--- config.mk ---
export PLATFORM = sky130hd
export DESIGN_NAME = hazard_ctrl_flat
export DESIGN_NICKNAME = d
export VERILOG_FILES = /design/src/rtl/core_pkg.sv /design/src/rtl/hazard_ctrl_if.sv /design/src/rtl/fwd_sel.sv /design/src/rtl/hazard_ctrl.sv /design/src/flat_wrapper.sv
export SDC_FILE = /design/constraint.sdc
export NUM_CORES = 1
export LEC_CHECK = 0
export ABC_AREA = 0
export BUFFER_PORTS_ARGS = -buffer_cell sky130_fd_sc_hd__buf_2
export CORE_MARGIN = 10
export CORE_UTILIZATION = 35
export DETAILED_ROUTE_END_ITERATION = 10
export GPL_ROUTABILITY_DRIVEN = 1
export PLACE_DENSITY = 0.62
export SYNTH_ARGS = -nofsm -noshare
export SYNTH_HDL_FRONTEND = slang
export SYNTH_HIERARCHICAL = 1
export SYNTH_SLANG_ARGS = --single-unit
export TNS_END_PERCENT = 30
--- constraint.sdc ---
create_clock -name i_clk -period 2.1 [get_ports i_clk]
set_clock_uncertainty 0.2 [all_clocks]
set_input_delay 0.21 -clock i_clk [delete_from_list [all_inputs] [get_ports i_clk]]
set_output_delay 0.21 -clock i_clk [all_outputs]
set_load 0.1 [all_outputs]
--- src/rtl/core_pkg.sv ---
// Shared types for the hazard / sequencing controller.
//   fwd_sel_e  : operand forwarding source select
//   hz_state_e : sequencing FSM state
//   REG_X0     : index of the hard-wired zero register
package core_pkg;

  typedef enum logic [1:0] {
    FWD_RF  = 2'b00,
    FWD_WB  = 2'b01,
    FWD_MEM = 2'b10,
    FWD_EX  = 2'b11
  } fwd_sel_e;

  typedef enum logic [1:0] {
    RUN      = 2'b00,
    MEM_WAIT = 2'b01,
    ERROR    = 2'b10
  } hz_state_e;

  localparam logic [4:0] REG_X0 = 5'd0;

endpackage

--- src/rtl/hazard_ctrl_if.sv ---
// Pipeline <-> hazard controller signal bundle.
//   master : pipeline side (drives stage info, receives controls)
//   slave  : hazard controller side
interface hazard_ctrl_if #(
  parameter int CNT_W = 32
);
  logic [31:0]      instr_id;
  logic [4:0]       rd_ex;
  logic             rd_wren_ex;
  logic             is_load_ex;
  logic [4:0]       rd_mem;
  logic             rd_wren_mem;
  logic             is_load_mem;
  logic [4:0]       rd_wb;
  logic             rd_wren_wb;
  logic             br_taken_ex;
  logic             mem_req;
  logic             mem_ready;
  logic [1:0]       forward_a;
  logic [1:0]       forward_b;
  logic             stall_if;
  logic             bubble_ex;
  logic             flush_id;
  logic             freeze;
  logic             mem_err;
  logic [1:0]       state;
  logic [CNT_W-1:0] perf_stall_cnt;
  logic [CNT_W-1:0] perf_flush_cnt;

  modport master (
    output instr_id, rd_ex, rd_wren_ex, is_load_ex, rd_mem, rd_wren_mem,
           is_load_mem, rd_wb, rd_wren_wb, br_taken_ex, mem_req, mem_ready,
    input  forward_a, forward_b, stall_if, bubble_ex, flush_id, freeze,
           mem_err, state, perf_stall_cnt, perf_flush_cnt
  );

  modport slave (
    input  instr_id, rd_ex, rd_wren_ex, is_load_ex, rd_mem, rd_wren_mem,
           is_load_mem, rd_wb, rd_wren_wb, br_taken_ex, mem_req, mem_ready,
    output forward_a, forward_b, stall_if, bubble_ex, flush_id, freeze,
           mem_err, state, perf_stall_cnt, perf_flush_cnt
  );
endinterface

--- src/rtl/fwd_sel.sv ---
// Per-operand forwarding priority (EX > MEM > WB > regfile).
//   rs            : source register index from ID
//   rd_*/wren/ld  : destination info of the younger-to-older stages
//   sel           : chosen operand source
// A load in EX or MEM has no data yet, so it is never a forwarding source;
// the load-use stall covers that case.
module fwd_sel
  import core_pkg::*;
(
  input  logic [4:0] rs,
  input  logic [4:0] rd_ex,
  input  logic       rd_wren_ex,
  input  logic       is_load_ex,
  input  logic [4:0] rd_mem,
  input  logic       rd_wren_mem,
  input  logic       is_load_mem,
  input  logic [4:0] rd_wb,
  input  logic       rd_wren_wb,
  output fwd_sel_e   sel
);

  always_comb begin
    sel = FWD_RF;
    if (rs != REG_X0) begin
      if (rd_wren_ex && (rd_ex == rs) && !is_load_ex)
        sel = FWD_EX;
      else if (rd_wren_mem && (rd_mem == rs) && !is_load_mem)
        sel = FWD_MEM;
      else if (rd_wren_wb && (rd_wb == rs))
        sel = FWD_WB;
    end
  end

endmodule

--- src/rtl/hazard_ctrl.sv ---
// Pipeline hazard and sequencing controller for the 5-stage RV32I core.
//   i_clk   : core clock
//   i_reset : asynchronous active-low reset
//   hz      : pipeline bundle (stage info in; forwarding selects, stall /
//             bubble / flush / freeze controls, error and perf counters out)
// Hazard priority: memory wait > taken-branch flush > load-use stall.
module hazard_ctrl
  import core_pkg::*;
#(
  parameter int CNT_W   = 32,
  parameter int TIMEOUT = 255
) (
  input  logic        i_clk,
  input  logic        i_reset,
  hazard_ctrl_if.slave hz
);

  localparam logic [15:0] TIMEOUT_W = 16'(TIMEOUT);

  logic [4:0] rs1, rs2;
  fwd_sel_e   fwd_a, fwd_b;
  logic       lu;
  logic       unused_instr;

  assign rs1 = hz.instr_id[19:15];
  assign rs2 = hz.instr_id[24:20];
  assign unused_instr = ^{hz.instr_id[31:25], hz.instr_id[14:0]};

  fwd_sel u_fwd_a (
    .rs(rs1), .rd_ex(hz.rd_ex), .rd_wren_ex(hz.rd_wren_ex), .is_load_ex(hz.is_load_ex),
    .rd_mem(hz.rd_mem), .rd_wren_mem(hz.rd_wren_mem), .is_load_mem(hz.is_load_mem),
    .rd_wb(hz.rd_wb), .rd_wren_wb(hz.rd_wren_wb), .sel(fwd_a)
  );

  fwd_sel u_fwd_b (
    .rs(rs2), .rd_ex(hz.rd_ex), .rd_wren_ex(hz.rd_wren_ex), .is_load_ex(hz.is_load_ex),
    .rd_mem(hz.rd_mem), .rd_wren_mem(hz.rd_wren_mem), .is_load_mem(hz.is_load_mem),
    .rd_wb(hz.rd_wb), .rd_wren_wb(hz.rd_wren_wb), .sel(fwd_b)
  );

  // A load one or two stages ahead of its consumer cannot forward yet.
  assign lu = (hz.is_load_ex && hz.rd_wren_ex && (hz.rd_ex != REG_X0) &&
               ((hz.rd_ex == rs1) || (hz.rd_ex == rs2))) ||
              (hz.is_load_mem && hz.rd_wren_mem && (hz.rd_mem != REG_X0) &&
               ((hz.rd_mem == rs1) || (hz.rd_mem == rs2)));

  hz_state_e        state_q, state_d;
  logic [15:0]      wait_q, wait_d;
  logic             br_pend_q, br_pend_d;
  logic             mem_err_q, mem_err_d;
  logic [CNT_W-1:0] stall_cnt_q, stall_cnt_d;
  logic [CNT_W-1:0] flush_cnt_q, flush_cnt_d;
  logic             stall_c, bubble_c, flush_c, freeze_c;

  always_comb begin
    state_d   = state_q;
    wait_d    = wait_q;
    br_pend_d = br_pend_q;
    mem_err_d = mem_err_q;
    stall_c   = 1'b0;
    bubble_c  = 1'b0;
    flush_c   = 1'b0;
    freeze_c  = 1'b0;
    unique case (state_q)
      RUN: begin
        if (hz.mem_req && !hz.mem_ready) begin
          freeze_c  = 1'b1;
          state_d   = MEM_WAIT;
          wait_d    = 16'd1;
          br_pend_d = hz.br_taken_ex;
        end else if (hz.br_taken_ex) begin
          flush_c  = 1'b1;
          bubble_c = 1'b1;
        end else if (lu) begin
          stall_c  = 1'b1;
          bubble_c = 1'b1;
        end
      end
      MEM_WAIT: begin
        br_pend_d = br_pend_q | hz.br_taken_ex;
        if (hz.mem_ready) begin
          // Release cycle: a branch seen during the wait flushes now.
          state_d   = RUN;
          wait_d    = 16'd0;
          br_pend_d = 1'b0;
          if (br_pend_q || hz.br_taken_ex) begin
            flush_c  = 1'b1;
            bubble_c = 1'b1;
          end else if (lu) begin
            stall_c  = 1'b1;
            bubble_c = 1'b1;
          end
        end else begin
          freeze_c = 1'b1;
          if (wait_q == TIMEOUT_W) begin
            state_d   = ERROR;
            mem_err_d = 1'b1;
          end else begin
            wait_d = wait_q + 16'd1;
          end
        end
      end
      ERROR: begin
        freeze_c = 1'b1;
      end
      default: begin
        state_d = RUN;
      end
    endcase

    stall_cnt_d = stall_cnt_q;
    if ((stall_c || freeze_c) && (stall_cnt_q != '1))
      stall_cnt_d = stall_cnt_q + CNT_W'(1);
    flush_cnt_d = flush_cnt_q;
    if (flush_c && (flush_cnt_q != '1))
      flush_cnt_d = flush_cnt_q + CNT_W'(1);
  end

  always_ff @(posedge i_clk or negedge i_reset) begin
    if (!i_reset) begin
      state_q     <= RUN;
      wait_q      <= 16'd0;
      br_pend_q   <= 1'b0;
      mem_err_q   <= 1'b0;
      stall_cnt_q <= '0;
      flush_cnt_q <= '0;
    end else begin
      state_q     <= state_d;
      wait_q      <= wait_d;
      br_pend_q   <= br_pend_d;
      mem_err_q   <= mem_err_d;
      stall_cnt_q <= stall_cnt_d;
      flush_cnt_q <= flush_cnt_d;
    end
  end

  // While reset is held the pipeline sees NOPs injected and nothing else.
  assign hz.forward_a      = i_reset ? fwd_a : FWD_RF;
  assign hz.forward_b      = i_reset ? fwd_b : FWD_RF;
  assign hz.stall_if       = i_reset & stall_c;
  assign hz.bubble_ex      = ~i_reset | bubble_c;
  assign hz.flush_id       = ~i_reset | flush_c;
  assign hz.freeze         = i_reset & freeze_c;
  assign hz.mem_err        = mem_err_q;
  assign hz.state          = state_q;
  assign hz.perf_stall_cnt = stall_cnt_q;
  assign hz.perf_flush_cnt = flush_cnt_q;

endmodule

--- src/flat_wrapper.sv ---
// flat-port wrapper written by rule: the top's interface ports become plain ports
module hazard_ctrl_flat import core_pkg::*;
#(
  parameter int CNT_W   = 32,
  parameter int TIMEOUT = 255
)
  (i_clk, i_reset, hz_instr_id, hz_rd_ex, hz_rd_wren_ex, hz_is_load_ex, hz_rd_mem, hz_rd_wren_mem, hz_is_load_mem, hz_rd_wb, hz_rd_wren_wb, hz_br_taken_ex, hz_mem_req, hz_mem_ready, hz_forward_a, hz_forward_b, hz_stall_if, hz_bubble_ex, hz_flush_id, hz_freeze, hz_mem_err, hz_state, hz_perf_stall_cnt, hz_perf_flush_cnt);
  hazard_ctrl_if #(.CNT_W(CNT_W)) hz_i ();
  input  logic i_clk;
  input  logic i_reset;
  input wire logic [$bits(hz_i.instr_id)-1:0] hz_instr_id;
  input wire logic [$bits(hz_i.rd_ex)-1:0] hz_rd_ex;
  input wire logic [$bits(hz_i.rd_wren_ex)-1:0] hz_rd_wren_ex;
  input wire logic [$bits(hz_i.is_load_ex)-1:0] hz_is_load_ex;
  input wire logic [$bits(hz_i.rd_mem)-1:0] hz_rd_mem;
  input wire logic [$bits(hz_i.rd_wren_mem)-1:0] hz_rd_wren_mem;
  input wire logic [$bits(hz_i.is_load_mem)-1:0] hz_is_load_mem;
  input wire logic [$bits(hz_i.rd_wb)-1:0] hz_rd_wb;
  input wire logic [$bits(hz_i.rd_wren_wb)-1:0] hz_rd_wren_wb;
  input wire logic [$bits(hz_i.br_taken_ex)-1:0] hz_br_taken_ex;
  input wire logic [$bits(hz_i.mem_req)-1:0] hz_mem_req;
  input wire logic [$bits(hz_i.mem_ready)-1:0] hz_mem_ready;
  output wire logic [$bits(hz_i.forward_a)-1:0] hz_forward_a;
  output wire logic [$bits(hz_i.forward_b)-1:0] hz_forward_b;
  output wire logic [$bits(hz_i.stall_if)-1:0] hz_stall_if;
  output wire logic [$bits(hz_i.bubble_ex)-1:0] hz_bubble_ex;
  output wire logic [$bits(hz_i.flush_id)-1:0] hz_flush_id;
  output wire logic [$bits(hz_i.freeze)-1:0] hz_freeze;
  output wire logic [$bits(hz_i.mem_err)-1:0] hz_mem_err;
  output wire logic [$bits(hz_i.state)-1:0] hz_state;
  output wire logic [$bits(hz_i.perf_stall_cnt)-1:0] hz_perf_stall_cnt;
  output wire logic [$bits(hz_i.perf_flush_cnt)-1:0] hz_perf_flush_cnt;
  assign hz_i.instr_id = hz_instr_id;
  assign hz_i.rd_ex = hz_rd_ex;
  assign hz_i.rd_wren_ex = hz_rd_wren_ex;
  assign hz_i.is_load_ex = hz_is_load_ex;
  assign hz_i.rd_mem = hz_rd_mem;
  assign hz_i.rd_wren_mem = hz_rd_wren_mem;
  assign hz_i.is_load_mem = hz_is_load_mem;
  assign hz_i.rd_wb = hz_rd_wb;
  assign hz_i.rd_wren_wb = hz_rd_wren_wb;
  assign hz_i.br_taken_ex = hz_br_taken_ex;
  assign hz_i.mem_req = hz_mem_req;
  assign hz_i.mem_ready = hz_mem_ready;
  assign hz_forward_a = hz_i.forward_a;
  assign hz_forward_b = hz_i.forward_b;
  assign hz_stall_if = hz_i.stall_if;
  assign hz_bubble_ex = hz_i.bubble_ex;
  assign hz_flush_id = hz_i.flush_id;
  assign hz_freeze = hz_i.freeze;
  assign hz_mem_err = hz_i.mem_err;
  assign hz_state = hz_i.state;
  assign hz_perf_stall_cnt = hz_i.perf_stall_cnt;
  assign hz_perf_flush_cnt = hz_i.perf_flush_cnt;
  hazard_ctrl #(.CNT_W(CNT_W), .TIMEOUT(TIMEOUT)) u_core (.i_clk(i_clk), .i_reset(i_reset), .hz(hz_i));
endmodule
==> metrics.txt, run 1 <==
count of non-filler cells in the finished layout=948; destination of the worst hold path=u_core/hz.state[0]$_DFFE_PN0P_; setup ws final=-223 ps; final sum of negative setup slack=-4840 ps; Vias per Instance=4.93; total half-perimeter wirelength after legalization and detailed placement=10.9 mm; Cell Pwr Density=450 nW/um^2; CTS H-tree lvls=3; Initial Util=between 30% and 40%; #FFs+latches synth=84; Clock transition at path regs=60 ps; later-pin clock latency in the skew report=340 ps; total placed instance area=6970 sq um; RSZ-0062 raised after global routing=yes; depth of the worst register-to-register path=7; hold path cells=3; antenna-violating nets left=0; beginning of the worst register-to-register path=u_core/hz.perf_stall_cnt[24]$_DFFE_PN0P_; CTS tree=yes; total iterations of the first detailed-routing run=6; Primary FF master, synth=sky130_fd_sc_hd__dfrtp_1; leading area contributor after synthesis=sky130_fd_sc_hd__dfrtp_1; max-cap viol count=0; share of cells above drive strength 1=about 54%; final hold vios=0; hold path startpoint=hz_mem_ready; Non-Filler Cell Area, Final=a little under 8000 sq um; reg2reg end=u_core/hz.perf_stall_cnt[1]$_DFFE_PN0P_; total number of nets in the final design=between 800 and 900; distinct cell type count after synthesis=65; net count of the mapped netlist=575; Top Ports=roughly 130; clock tree buffer depth=2; CP Capture Type=flip-flop; required time at the endpoint of the critical path=approximately 2100 ps; First DRT Iteration DRCs=226; Highest Clock Rate=~0.43 GHz; maximum number of pins on one net before global-route repair=61; number of design rule violations left after detail routing=0; result of the run=complete, but fails checks; total routing resource utilization after global routing=14.7%; Die Footprint=19500 sq um; Mapped Avg Cell Area=9.73 sq um; number of pins with negative max-slew slack in the final report=0; antenna violations before repair=0; sum of routed wire length over all layers=roughly 15 mm; element type at the critical path start=flip-flop; largest cells by area after synthesis=sky130_fd_sc_hd__dfrtp_1, sky130_fd_sc_hd__xor2_1, sky130_fd_sc_hd__xnor2_1; global-route wire length before repair=roughly 24 mm; overall power=3570 uW; area of the core region=around 14000 sq um; gate count after technology mapping=515; share of synthesized area occupied by flip-flops and latches=41.9%; setup slack of the worst register-to-register path=-220 ps; Port Buffer Count=roughly 110; number of placed instances with taps included=917; routability congestion estimate=0.864; number of placement rows=43; Leak=0.00362 uW; Die Width=140 um; top post-synthesis cells by count=sky130_fd_sc_hd__dfrtp_1, sky130_fd_sc_hd__xor2_1, sky130_fd_sc_hd__xnor2_1; shortest period the worst path allows=2320 ps; overall via count from detail_route=4673; Hold Crit Class=in -> reg; leading cell type by number of instances after synthesis=sky130_fd_sc_hd__dfrtp_1; proportion of synthesized flip-flops having asynchronous set or reset=between 90% and 100%; Crit Path Category=reg -> reg; Worst EP arrival=2340 ps; Remaining Overflow, GRT=0; count of yosys warnings during synthesis=6; fraction of post-synthesis cell area in the top cell type by area=between 40% and 50%; DR WL/cell=15.6 um; chip height=140 um; relative max-transition margin=65.4%; Critical path origin=u_core/hz.perf_stall_cnt[24]$_DFFE_PN0P_; P&R area growth vs syn=58.1%; IR drop worst, VDD=~0.3 mV; total standard cell area after synthesis=5010 sq um; failing checks=setup timing; final-report setup violation count=between 40 and 50; CTS Buf Count=9; EDFF count, synth=0; Root Buffer Master=sky130_fd_sc_hd__clkbuf_16; crit-path max FO=6; via count of the first global-routing pass=roughly 5000; antenna cell count=0; actual transition at the worst max-transition pin=roughly 520 ps; Num Clock Sinks=84; portion of the clock cycle consumed by the worst path in the final layout=111%
cell type report:
cell class,count,area [sq um]
clock buffer,11,233
clock inverter,4,51.3
fill,1196,6010
inverter,15,56.3
multi-input combinational,404,3240
sequential,84,2220
tap,180,225
timing repair buffer,250,1890
worst max path at each step:
stage | endpoint | slack, ps | cells after the start
after floorplan | u_core/hz.perf_stall_cnt[1]$_DFFE_PN0P_ | -410 | 7
after global placement | hz_bubble_ex | -310 | 8
after detailed placement | hz_bubble_ex | -330 | 8
after CTS | u_core/hz.perf_stall_cnt[12]$_DFFE_PN0P_ | -210 | 10
after global routing | u_core/hz.perf_stall_cnt[11]$_DFFE_PN0P_ | -310 | 9
final | u_core/hz.perf_stall_cnt[1]$_DFFE_PN0P_ | -220 | 7
stage by stage:
| step | setup slack, ps | hold slack [ps] | util, % |
|---|---|---|---|
| detailed placement | -328 | -51.4 | 50.0 |
| CTS | -210 | 3.08 | 55.2 |
| global route | -314 | 29.7 | 56.8 |
| global placement | -310 | -55.8 | 50.0 |
| floorplan | -408 | -286 | - |
| finish | -223 | 33.1 | 56.8 |
flip-flops by register name, summed over array words and instances, names as in the netlist:
register and count:
u_core/hz.state 2, u_core/wait_q 16, u_core/br_pend_q 1, u_core/hz.mem_err 1, u_core/hz.perf_stall_cnt 32, u_core/hz.perf_flush_cnt 32
cells in the final DEF, fill, tap and decap left out, drive strengths merged, types with 15 or more instances in the layout:
master / n
xnor2: 53
xor2: 67
nor4: 16
nand4: 15
dfrtp: 84
buf: 247
nor3: 27
nor2: 45
nand2: 42
inv: 15
nand3: 35
timing repair:
item | 4_1_cts | 5_1_grt
pin swaps | 24 | 28
hold buffers | 1 | 0
gates resized for setup | 61 | 38
buffers inserted | 6 | 6
hold endpoints to repair | 82 | 0
cloned | 2 | 1
endpoints found under the setup margin | 68 | 80
metal layers:
layer / wire, um / part of all wire [%] / GRT usage [%]
met5: 0 / 0 / 0
met1: 6780 / 46 / 18.7
met4: 202 / 1.4 / 4.84
met2: 7070 / 48 / 23.6
met3: 780 / 5.3 / 3.98
logic make-up after synthesis:
group	after synthesis	share of synthesized area [%]
buffers and inverters	27	2.60
xor gates and xnor gates	120	21.0
AOI/OAI and AO/OA	46	6.64
muxes	3	0.674
DFF	84	41.9
adders and majority gates	3	0.749
and+or+nand+nor	232	26.4
worst max-delay path, cell delays in order (launching register included):
cell                        delay (ps)
sky130_fd_sc_hd__dfrtp_4           400
sky130_fd_sc_hd__and4_4            230
sky130_fd_sc_hd__and3_4            210
sky130_fd_sc_hd__nand3_4            70
sky130_fd_sc_hd__or3_4             400
sky130_fd_sc_hd__o21ai_4           140
sky130_fd_sc_hd__clkbuf_16         240
sky130_fd_sc_hd__mux2_4            300
power breakdown:
group          leakage [uW]  switching (uW)  internal [uW]
logic               0.00244             208            178
clock network      0.000136             648            916
registers           0.00104           0.583           1620
total               0.00362             857           2710
Power figures use the tool's default switching activity.
==> run 2: changes to the inputs <==
Settings changed: CORE_MARGIN 10 to 4.
==> run 2 against run 1 <==
The flow still finishes with violations (setup timing). Clock power rose by 17%. Non-clock buffer count rose by 3. Worst hold slack lost 8.9 ps. Worst setup slack better by 74 ps. Critical path depth stayed put. Critical path type unchanged. Highest routed layer unchanged.
==> metrics.txt, run 2 (same netlist as run 1, synthesis figures left out) <==
result of the run=complete, but fails checks; failing checks=setup timing; Hold Crit Class=in -> reg; IR drop worst, VDD=0.409 mV; element type at the critical path start=flip-flop; Top Ports=132; CP Capture Type=flip-flop; Non-Filler Cell Area, Final=7870 sq um; number of pins with negative max-slew slack in the final report=0; most common cell after layout, fill and taps aside=sky130_fd_sc_hd__buf_4; DR WL/cell=15.0 um; area occupied by multi-input gates=3140 sq um; area of the core region=13900 sq um; actual transition at the worst max-transition pin=519 ps; Port Buffer Count=109; chip height=128 um; Highest Clock Rate=0.445 GHz; Initial Util=36.0%; relative max-transition margin=around two thirds; shortest period the worst path allows=2250 ps; CTS Buf Count=9; Worst EP arrival=roughly 2300 ps; share of cells above drive strength 1=53.4%; Die Width=128 um; Remaining Overflow, GRT=0; CTS H-tree lvls=3; highest-count cells in the layout ignoring fill and taps=sky130_fd_sc_hd__buf_4, sky130_fd_sc_hd__buf_2, sky130_fd_sc_hd__xor2_1, sky130_fd_sc_hd__xnor2_1, sky130_fd_sc_hd__dfrtp_2; antenna-violating nets left=0; Vias per Instance=4.97; total routing resource utilization after global routing=~17%; total placed instance area=a little under 7000 sq um; count of non-filler cells in the finished layout=952; crit-path max FO=6; via count of the first global-routing pass=about 4800; antenna cell count=0; final-report setup violation count=46; total number of nets in the final design=827; portion of the clock cycle consumed by the worst path in the final layout=107%; Cell Pwr Density=486 nW/um^2; Leak=around 0.0036 uW; max-cap viol count=0; sum of routed wire length over all layers=14.2 mm; global-route wire length before repair=23.2 mm; Root Buffer Master=sky130_fd_sc_hd__clkbuf_16; number of placement rows=43; CTS tree=yes; Crit Path Category=reg -> reg; P&R area growth vs syn=57.0%; Internal Power=2960 uW; Die Footprint=between 15000 and 20000 sq um; later-pin clock latency in the skew report=340 ps; clock tree buffer depth=2; sw frac=22.5%; routability congestion estimate=approximately 0.9; switching component of the power=roughly 860 uW; Clock transition at path regs=60 ps; total iterations of the first detailed-routing run=4; total half-perimeter wirelength after legalization and detailed placement=10.4 mm; setup ws final=-149 ps; Num Clock Sinks=84; First DRT Iteration DRCs=245; proportion of power drawn by combinational gates=between 10% and 20%; required time at the endpoint of the critical path=2120 ps; final hold vios=0; maximum number of pins on one net before global-route repair=between 40 and 50; portion of total power attributed to sequential cells=42.3%; clock network fraction of total power=47.5%; RSZ-0062 raised after global routing=yes; antenna violations before repair=0; number of placed instances with taps included=912; overall via count from detail_route=4732; sequential cell area=2220 sq um; number of design rule violations left after detail routing=0; filler cell count=1189
-- run 2: changes by cell type in the layout (fill, tap and decap cells not counted), moves of 3 or more --
cell,previous run,this run
sky130_fd_sc_hd__buf_4,123,132
sky130_fd_sc_hd__nand3_1,24,31
sky130_fd_sc_hd__nand3_2,10,3
sky130_fd_sc_hd__nor3_4,8,3
sky130_fd_sc_hd__buf_2,96,93
sky130_fd_sc_hd__nor3_1,16,19
-- run 2: critical path, cell delays in order (launching register included) --
cell	delay, ps
sky130_fd_sc_hd__dfrtp_4	400
sky130_fd_sc_hd__and4_4	230
sky130_fd_sc_hd__and3_4	210
sky130_fd_sc_hd__nand3_4	70
sky130_fd_sc_hd__or3_4	400
sky130_fd_sc_hd__o21ai_4	150
sky130_fd_sc_hd__buf_12	180
sky130_fd_sc_hd__mux2_4	300
-- run 2: path summary, 6_finish.rpt --
check                                                         start                                       end  slack, ps  cells past startpoint
setup reg to reg           u_core/hz.perf_stall_cnt[24]$_DFFE_PN0P_   u_core/hz.perf_stall_cnt[1]$_DFFE_PN0P_       -150                      7
min in group asynchronous                                   i_reset   u_core/hz.perf_flush_cnt[7]$_DFFE_PN0P_        140                      2
max in group asynchronous                                   i_reset  u_core/hz.perf_stall_cnt[27]$_DFFE_PN0P_        650                      3
hold / removal                                         hz_mem_ready            u_core/hz.state[0]$_DFFE_PN0P_         20                      3
setup / recovery           u_core/hz.perf_stall_cnt[24]$_DFFE_PN0P_   u_core/hz.perf_stall_cnt[1]$_DFFE_PN0P_       -150                      7
hold reg to reg            u_core/hz.perf_flush_cnt[18]$_DFFE_PN0P_  u_core/hz.perf_flush_cnt[18]$_DFFE_PN0P_        280                      1
-- run 2: power groups by stage --
stage | sequential, uW | combinational [uW] | clock, uW
6_report | 1620 | 390 | 1820
2_1_floorplan | 1650 | 140 | 0
5_1_grt | 1620 | 425 | 1930
3_5_place_dp | 1650 | 353 | 0
4_1_cts | 1620 | 384 | 1870
3_3_place_gp | 1650 | 344 | 0
-- run 2: area by class of cell --
class,count,share of cell area [%]
Inverter,15,0.716
Clock inverter,6,1.42
Clock buffer,10,2.91
Timing Repair Buffer,253,24.0
Tap cell,180,2.86
Sequential cell,84,28.2
Multi-Input combinational cell,404,39.9
-- run 2: through the flow --
stage | setup slack [ps] | util (%) | hold WS [ps] | total power [uW] | TNS (ps)
2_1_floorplan | -408 | - | -286 | 1790 | -17440
3_3_place_gp | -299 | 49.7 | -66.1 | 1990 | -6080
3_5_place_dp | -297 | 49.7 | -62.5 | 2000 | -7740
4_1_cts | -140 | 54.3 | 5.86 | 3870 | -2220
5_1_grt | -199 | 56.5 | 46.6 | 3970 | -8390
6_report | -149 | 56.5 | 24.2 | 3830 | -3170
-- run 2: what timing repair did --
item                                    4_1_cts  5_1_grt
gates resized for setup                      52       34
pin swaps                                    18       24
cloned                                        0        3
endpoints found under the setup margin       71       80
buffers inserted                             12       10
hold buffers                                  1        0
hold endpoints to repair                     43        0
-- run 2: per-layer routing --
layer | GRT usage [%] | vias to the layer above | part of all wire [%]
met3 | 3.33 | 12 | 4.7
met1 | 22.9 | 2311 | 44
met5 | 0 | - | 0
met2 | 28.9 | 98 | 50
met4 | 4.93 | 0 | 1.3
li1 | - | 2311 | -
==> run 3: changes to the inputs <==
Settings changed: REMOVE_ABC_BUFFERS from default to 1.
==> run 3 against run 2 <==
The flow still finishes with violations (setup timing). Combinational power down 1%. Cell area down 2.2%. Die area unchanged. Worst hold slack better by 47 ps. Sequential power about the same. Cell count down 0.63%.
==> metrics.txt, run 3 (same netlist as run 1, synthesis figures left out) <==
result of the run=complete, but fails checks; failing checks=setup timing; antenna violations before repair=0; final sum of negative setup slack=-956 ps; number of placement rows=between 40 and 50; worst-path cell with the longest stage delay=sky130_fd_sc_hd__o31ai_2; portion of total power attributed to sequential cells=43.5%; Clock transition at path regs=60 ps; crit-path max FO=4; filler cell count=1169; Cell Pwr Density=484 nW/um^2; actual transition at the worst max-transition pin=530 ps; Remaining Overflow, GRT=0; global-route wire length before repair=around 23 mm; Die Width=128 um; Leak=0.00375 uW; Highest Clock Rate=0.455 GHz; total iterations of the first detailed-routing run=4; Die Footprint=16300 sq um; required time at the endpoint of the critical path=1690 ps; critical path's largest stage delay=330 ps; highest-count cells in the layout ignoring fill and taps=sky130_fd_sc_hd__buf_4, sky130_fd_sc_hd__buf_2, sky130_fd_sc_hd__dfrtp_1, sky130_fd_sc_hd__xor2_1, sky130_fd_sc_hd__xnor2_1; P&R area growth vs syn=53.5%; CP Capture Type=primary output; later-pin clock latency in the skew report=330 ps; CTS tree=yes; final hold vios=0; DR WL/cell=~16 um; share of cells above drive strength 1=46.5%; sw frac=23.1%; via count of the first global-routing pass=between 4000 and 5000; CTS H-tree lvls=3; antenna-violating nets left=0; clock network fraction of total power=46.2%; final-report setup violation count=34; antenna cell count=0; Hold Crit Class=in -> async; RSZ-0062 raised after global routing=yes; number of pins with negative max-slew slack in the final report=0; cells along the critical path=buf_2 -> buf_12 -> xor2_1 -> nor3_2 -> a22oi_2 -> o22ai_2 -> a311oi_2 -> o31ai_2 -> clkbuf_16; area of the core region=13900 sq um; sum of routed wire length over all layers=14.7 mm; Port Buffer Count=about 110; maximum number of pins on one net before global-route repair=27; number of design rule violations left after detail routing=0; switching component of the power=859 uW; total half-perimeter wirelength after legalization and detailed placement=10.9 mm; Non-Filler Cell Area, Final=roughly 7700 sq um; element type at the critical path start=input port; Crit Path Category=in -> out; chip height=128 um; clock tree buffer depth=2; setup ws final=-96.1 ps; Num Clock Sinks=between 80 and 90; portion of the clock cycle consumed by the worst path in the final layout=105%; Top Ports=132; Internal Power=approximately 2900 uW; Vias per Instance=4.98; routability congestion estimate=roughly 0.89; total number of nets in the final design=about 820; overall via count from detail_route=4711; Root Buffer Master=sky130_fd_sc_hd__clkbuf_16; relative max-transition margin=64.9%; IR drop worst, VDD=0.380 mV; First DRT Iteration DRCs=264; total routing resource utilization after global routing=~18%; max-cap viol count=0; Worst EP arrival=between 1500 and 2000 ps; CTS Buf Count=9; shortest period the worst path allows=2200 ps; total placed instance area=6770 sq um; Initial Util=36.0%; proportion of power drawn by combinational gates=10.3%; most common cell after layout, fill and taps aside=sky130_fd_sc_hd__buf_4
==> run 3: changes by cell type in the layout (fill, tap and decap cells not counted), sizes merged <==
cell,previous run,this run
clkinvlp,1,2
clkbuf,12,15
buf,250,242
bufinv,3,2
clkinv,1,0
==> run 3: timing repair <==
action                                  in CTS  in global routing
endpoints found under the setup margin      44                 69
pin swaps                                   12                 27
cloned                                       0                  2
setup buffers                                5                  7
endpoints found under the hold margin       84                  0
hold buffers                                 1                  0
resized for setup                           42                 55
==> run 3: power by group through the flow <==
stage / clock (uW) / combinational (uW) / sequential, uW
4_1_cts: 1760 / 362 / 1620
5_1_grt: 1830 / 414 / 1620
6_report: 1720 / 385 / 1620
3_5_place_dp: 0 / 345 / 1650
3_3_place_gp: 0 / 338 / 1650
2_1_floorplan: 0 / 134 / 1650
==> run 3: final timing paths <==
path	startpoint	to	slack (ps)	depth (start not counted)
max	hz_rd_ex[2]	hz_bubble_ex	-100	9
min	i_reset	u_core/hz.perf_flush_cnt[24]$_DFFE_PN0P_	70	2
max reg2reg	u_core/hz.state[0]$_DFFE_PN0P_	u_core/hz.perf_stall_cnt[18]$_DFFE_PN0P_	-70	9
min reg2reg	u_core/hz.perf_stall_cnt[29]$_DFFE_PN0P_	u_core/hz.perf_stall_cnt[29]$_DFFE_PN0P_	290	1
max in group asynchronous	i_reset	u_core/wait_q[9]$_DFFE_PN0P_	1060	3
min in group i_clk	hz_mem_ready	u_core/hz.state[0]$_DFFE_PN0P_	120	4
==> run 3: area by class of cell <==
type                    instances  area (sq um)  share of cell area (%)
multi-input cells             404          3160                    41.0
inverters                      15          56.3                   0.732
flip-flops and latches         84          2100                    27.3
clock buffers                  11           243                    3.15
clock inverters                 5          83.8                    1.09
well taps                     180           225                    2.93
repair buffers                247          1830                    23.8
==> run 3: metrics by stage <==
stage	setup slack, ps	instances	utilization, %	total power (uW)	hold WS [ps]
after floorplan	-2040	503	-	1780	-286
after global placement	-215	915	48.6	1990	-137
after CTS	-156	937	52.6	3750	65.3
after detailed placement	-293	915	48.6	1990	-137
final	-96.1	946	55.2	3720	71.4
after global routing	-187	946	55.2	3860	73.1
==> run 3: worst max-delay path: cells and delay by family <==
kind                      cells  cell delay, ps
AOI/OAI and AO/OA             4             660
buffers and inverters         3             520
and+or+nand+nor               1             230
xor gates and xnor gates      1             160
==> run 3: metal layers <==
layer | share of wire [%] | vias up | GRT usage (%)
met1 | 43 | 2337 | 22.5
met2 | 52 | 76 | 30.3
li1 | - | 2281 | -
met5 | 0 | - | 0
met4 | 1.3 | 0 | 4.87
met3 | 3.6 | 17 | 3.38
